--- src/rtl/irq_controller.sv ---
// Machine-level interrupt controller: fixed-priority selection of enabled level requests,
// trap/exception/mret sequencing and one-hot completion acknowledge to the serviced source.
module irq_controller #(
    parameter int unsigned IRQ_NUM    = 16,
    parameter int unsigned CAUSE_BASE = 16
) (
    input  logic               clk_i,
    input  logic               rst_i,
    input  logic [IRQ_NUM-1:0] irq_req_i,
    input  logic [IRQ_NUM-1:0] mie_i,
    input  logic               exception_i,
    input  logic               mret_i,
    output logic               irq_o,
    output logic [31:0]        irq_cause_o,
    output logic [IRQ_NUM-1:0] irq_ret_o
);

    localparam int unsigned IDX_W = (IRQ_NUM > 1) ? $clog2(IRQ_NUM) : 1;

    typedef enum logic [1:0] {
        ST_IDLE,
        ST_IRQ,
        ST_EXC,
        ST_IRQ_EXC
    } state_t;

    state_t             state;
    logic [IDX_W-1:0]   svc_idx;
    logic [IRQ_NUM-1:0] pending;
    logic [IDX_W-1:0]   sel_idx;
    logic               take;
    logic               ack;

    assign pending = irq_req_i & mie_i;

    // Lowest set index wins: scan downwards so the last hit is the smallest index.
    always_comb begin
        sel_idx = '0;
        for (int i = int'(IRQ_NUM) - 1; i >= 0; i--) begin
            if (pending[i]) begin
                sel_idx = IDX_W'(i);
            end
        end
    end

    // Trap request and completion are gated by reset so nothing leaks out while it is held.
    assign take = (state == ST_IDLE) && (|pending) && !exception_i && !rst_i;
    assign ack  = (state == ST_IRQ) && mret_i && !exception_i && !rst_i;

    always_ff @(posedge clk_i or posedge rst_i) begin
        if (rst_i) begin
            state   <= ST_IDLE;
            svc_idx <= '0;
        end else begin
            case (state)
                ST_IDLE: begin
                    if (exception_i) begin
                        state <= ST_EXC;
                    end else if (|pending) begin
                        state   <= ST_IRQ;
                        svc_idx <= sel_idx;
                    end
                end
                ST_IRQ: begin
                    if (exception_i) begin
                        state <= ST_IRQ_EXC;
                    end else if (mret_i) begin
                        state <= ST_IDLE;
                    end
                end
                ST_EXC: begin
                    if (mret_i) begin
                        state <= ST_IDLE;
                    end
                end
                ST_IRQ_EXC: begin
                    if (mret_i) begin
                        state <= ST_IRQ;
                    end
                end
                default: state <= ST_IDLE;
            endcase
        end
    end

    assign irq_o       = take;
    assign irq_cause_o = 32'h8000_0000 | (32'(CAUSE_BASE) + 32'(take ? sel_idx : svc_idx));

    always_comb begin
        irq_ret_o = '0;
        for (int i = 0; i < int'(IRQ_NUM); i++) begin
            irq_ret_o[i] = ack && (svc_idx == IDX_W'(i));
        end
    end

endmodule

--- config.mk ---
export PLATFORM = sky130hd
export DESIGN_NAME = irq_controller
export DESIGN_NICKNAME = d
export VERILOG_FILES = /design/src/rtl/irq_controller.sv
export SDC_FILE = /design/constraint.sdc
export NUM_CORES = 1
export LEC_CHECK = 0
export BUFFER_PORTS_ARGS = -buffer_cell sky130_fd_sc_hd__buf_2
export CAP_MARGIN = 20
export CORE_UTILIZATION = 37
export CTS_CLUSTER_SIZE = 25
export DETAILED_ROUTE_END_ITERATION = 10
export PLACE_DENSITY_LB_ADDON = 0.2
export SLEW_MARGIN = 20
export SYNTH_ARGS = -nofsm -noshare
export SYNTH_HDL_FRONTEND = slang
export SYNTH_SLANG_ARGS = --single-unit
export TNS_END_PERCENT = 10
--- constraint.sdc ---
create_clock -name clk_i -period 2 [get_ports clk_i]
set_input_delay 0.3 -clock clk_i [delete_from_list [all_inputs] [get_ports clk_i]]
set_output_delay 0.3 -clock clk_i [all_outputs]
set_load 0.02 [all_outputs]
# After elaboration in Yosys (flattened, before gate mapping)
# Cells that the tools add are included.
# word_totals
mem_count	0
regBits	6
in_bits	36
latch_bits	0
wordCells	77
output_inout_bits	49
rom_bits	0
ramBits	0
# classes
div_mod_pow	0
mul	0
shift	0
n_eq_ne	20
muxes	23
n_lt_le_gt_ge	0
reduce_logical	29
add_sub_neg	1
bitwise_logic	2
# op_table
operator	n
$mux 4	17
$eq 4x4->1 const B	8
$logic_and 1x1->1	22
$and 16x16->16	1
$eq 4x3->1 const B	4
$reduce_or 16->1	1
$mux 2	5
$eq 4x2->1 const B	2
$pmux 2 s4	1
$add 5x4->6 const A	1
$eq 2x2->1 const B	2
$eq 4x1->1 const B	1
$logic_not 4->1	1
$ne 3x2->1 const B	1
$reduce_and 3->1	1
$eq 2x1->1 const B	1
$logic_not 1->1	2
$logic_not 2->1	1
$ne 2x2->1 const B	1
$reduce_and 2->1	1
$not 1->1	1

# Longest topological paths before layout
# depth
ltp_word	19
depth_mapped	5
mapped_depth_nobuf	5

# Least setup slack after synthesis
# Ideal clock, no wire load.
# synth_path
path_kind	flip-flop to output port
start	register state[1]
end	output port irq_cause_o[0]
n_path_buf	0
path_stages_with_launch	5
path_slack_ps	102
arrival_time_ps	1598
required_ps	1700
path_cell_list	dfrtp_1 -> nor4_1 -> o21ai_2 -> inv_1 -> a2bb2oi_1
# synth_between
elab_chain_cells	6
# synth_lines
element	line	text
start: declaration	27	state_t state;
start signal: assignment	52	state <= ST_IDLE;
start signal: assignment	58	state <= ST_EXC;
start signal: assignment	60	state <= ST_IRQ;
$logic_not 2->1	47	assign take = (state == ST_IDLE) && (|pending) && !exception_i && !rst_i;
$logic_and 1x1->1 (3 in series)	47	
net irq_o	13	output logic irq_o,
$mux 4	87	assign irq_cause_o = 32'h8000_0000 | (32'(CAUSE_BASE) + 32'(take ? sel_idx : svc_idx));
$add 5x4->6	87	
end: declaration	14	output logic [31:0] irq_cause_o,
# The timed path passes the listed nets, and every way through them passes these cells.

# Worst setup path after layout
# layout_path
start	register state[1]
end	output port irq_ret_o[0]
# layout_between
elab_chain_cells	5
# layout_lines
element	line	text
$eq 2x1->1	48	assign ack = (state == ST_IRQ) && mret_i && !exception_i && !rst_i;
$logic_and 1x1->1 (3 in series)	48	
$logic_and 1x1->1	92	irq_ret_o[i] = ack && (svc_idx == IDX_W'(i));
end: declaration	15	output logic [IRQ_NUM-1:0] irq_ret_o
# No other way between the ends.

==> summary.txt <==
Status -> finished with violations
Failing checks -> setup timing
Critical Path RT -> 1.70 ns
Reg clk slew, reported paths -> 0.04 ns
CTS tree -> done
Asr flop ratio synth -> 100.0%
Max-slew violations -> 0
Initial Util -> 39.90%
DR vias -> 1057
Worst Slack Setup Final -> -0.03389 ns
Worst-path fanout max -> 4
Peak supply drop -> 0.6050 mV
Hold WC Path Type -> input port to register
Layout cells sized above 1 -> 39.68%
Detailed Route Iter0 Violations -> 28
Vias in the first global route -> 939
Crit path DAT -> 1.73 ns
Largest net degree at the start of global routing -> 10
Final setup viols -> 3
Routed WL -> 2.305 mm
Crit. End Element -> output pin
Synth top area share -> 23.37%
Power Density -> 663.1 mW/mm^2
Overflow after GRT -> 0
Full die area -> 0.002633 mm^2
Residual DRC -> 0
Count leader, synth -> buf_4
Min Tclk post-route -> 2.034 ns
First-pass GRT wire length -> 3.691 mm
Post-synth EDFFs -> 0
Commonest cells post-synth -> 28 x buf_4, 19 x nand2_1, 15 x nor2_1
Cts bufs inserted -> 3
Post-Place Cell Area -> 0.001120 mm^2
Fmax -> 0.4917 GHz
LEAKAGE -> 0.6574 nW
FF+latch count, synth -> 6
Clock Tree Buf Depth -> 2
Antenna cells -> 0
Netlist cell types -> 33
All-Layer GR Usage -> 18.25%
Routed Antenna Nets -> 0
CTS Sinks -> 6
Hpwl dp -> 1.977 mm
Final instance area -> 0.001214 mm^2
Area of the mapped netlist -> 899.6 um^2
Largest cells by area after synthesis -> buf_4 23%, dfrtp_1 17%, nand2_1 7.9%
Row count -> 17
Initial antenna violation count -> 0
Nets -> 227
Syn-to-layout area delta -> 34.91%
Gate Count Post-Synth -> 128
Core area -> 0.002255 mm^2
Final hold vios -> 0
GPL Wtd Cong -> 0.8183
Main synth FF type -> dfrtp_1
Period utilisation layout -> 101.7%
Fillers -> 240
Number of port buffers -> 56
H-tree depth -> 1
Yosys warns -> 0
Die width -> 51.31 um
Root buffer cell -> clkbuf_4
Num ports -> 85
Post-synth top area cell -> buf_4
Unrepaired setup endpoints after global routing -> yes
Post-synthesis sequential area ratio -> 16.69%
Worst Skew -> 0.001439 ns
Die Ht -> 51.31 um
Max cap viols -> 0
Clock latency on the worst-skew pair -> 0.24 ns
First drt pass iteration count -> 4
WS Path Type -> register to output pin
Synthesized area per cell -> 7.028 um^2
Final core occ -> 53.83%
DR vias/cell -> 4.871
Startpoint class of the critical path -> register
Wirelength per Cell -> 10.62 um
-- timing repair --
action / CTS / global route
gates resized for setup: 5 / 12
hold endpoints to repair: 6 / 0
cloned: 0 / 0
buffers inserted: 1 / 0
hold buffers: 1 / 0
setup endpoints to repair: 5 / 21
pin swaps: 2 / 4
-- state kept, by name, summed over array words and instances (netlist names) --
name / cells
state: 2
svc_idx: 4
-- per-layer routing --
| layer | part of all wire (%) | global-route usage [%] | up-vias | routed length (um) |
|---|---|---|---|---|
| li1 | - | - | 524 | - |
| met1 | 40 | 19.46 | 482 | 930 |
| met2 | 52 | 34.65 | 51 | 1202 |
| met3 | 7.4 | 6.250 | 0 | 171 |
| met4 | 0 | 3.153 | 0 | 0 |
| met5 | 0 | 0 | - | 0 |
-- cell type report --
class	instances	area [um^2]	area share, %
multi-input combinational	115	641.9	52.89
tap	28	35.03	2.887
sequential	6	150.1	12.37
timing repair buffer	62	352.8	29.07
inverter	3	11.26	0.9278
clock buffer	3	22.52	1.856
-- cells in the final DEF, fill, tap and decap left out, types with 2 or more instances in the layout --
master    count
a21oi_1       6
a22o_1        2
a22oi_1       6
a22oi_2       2
a32o_1        2
buf_2        46
buf_4        15
clkbuf_4      3
conb_1       28
dfrtp_1       6
inv_1         3
nand2_1      19
nand3_1       4
nand3b_1      2
nor2_1       15
nor3_1        3
nor3_2        2
o21ai_0       4
o21ai_1       2
or2b_1        2
-- worst max-delay path, cell delays in order, from the launching register on --
cell and delay [ns]:
dfrtp_1 0.38, nor2_1 0.10, nand2_1 0.08, nor3b_2 0.20
or3b_4 0.43, nor3_2 0.12, buf_4 0.16
-- power breakdown --
part / total (mW) / switching, mW / internal [mW]
logic: 0.437 / 0.267 / 0.170
clock network: 0.108 / 0.0401 / 0.0676
registers: 0.260 / 0.0891 / 0.170
-- cells by family (layout without fill, tap and decap cells) --
logic type             Yosys count  count (layout)  share of synthesized area [%]
other                            2              28                         0.8348
flip-flops                       6               6                          16.69
AND/OR/NAND/NOR                 53              53                          29.21
buffers and inverters           33              68                          26.01
multiplexers                     1               1                          1.113
AO/OA/AOI/OAI                   33              33                          26.15
-- worst paths after layout --
kind	start	end	slack [ns]	depth (start not counted)
setup / recovery	state[1]$_DFFE_PP0P_	irq_ret_o[0]	-0.03	6
hold / removal	mret_i	state[1]$_DFFE_PP0P_	0.25	2
setup reg to reg	state[1]$_DFFE_PP0P_	svc_idx[0]$_DFFE_PP0P_	0.55	5
hold reg to reg	state[0]$_DFFE_PP0P_	state[0]$_DFFE_PP0P_	0.55	2
max in group asynchronous	rst_i	state[0]$_DFFE_PP0P_	1.26	3
min in group asynchronous	rst_i	svc_idx[0]$_DFFE_PP0P_	0.55	3
-- through the flow --
step	setup TNS, ns	hold WS (ns)	power, mW	worst slack, ns	std cells
final	-0.07433	0.2494	0.8047	-0.03389	217
after global routing	-0.9070	0.2644	0.8784	-0.1242	217
after detailed placement	0	0.2575	0.6759	0.06509	212
after floorplan	0	0.09096	0.5817	0.1022	154
after global placement	0	0.2428	0.6649	0.1437	212
after CTS	-0.1412	0.2468	0.7993	-0.05750	217
No activity file was read; power rests on OpenSTA's default activity.
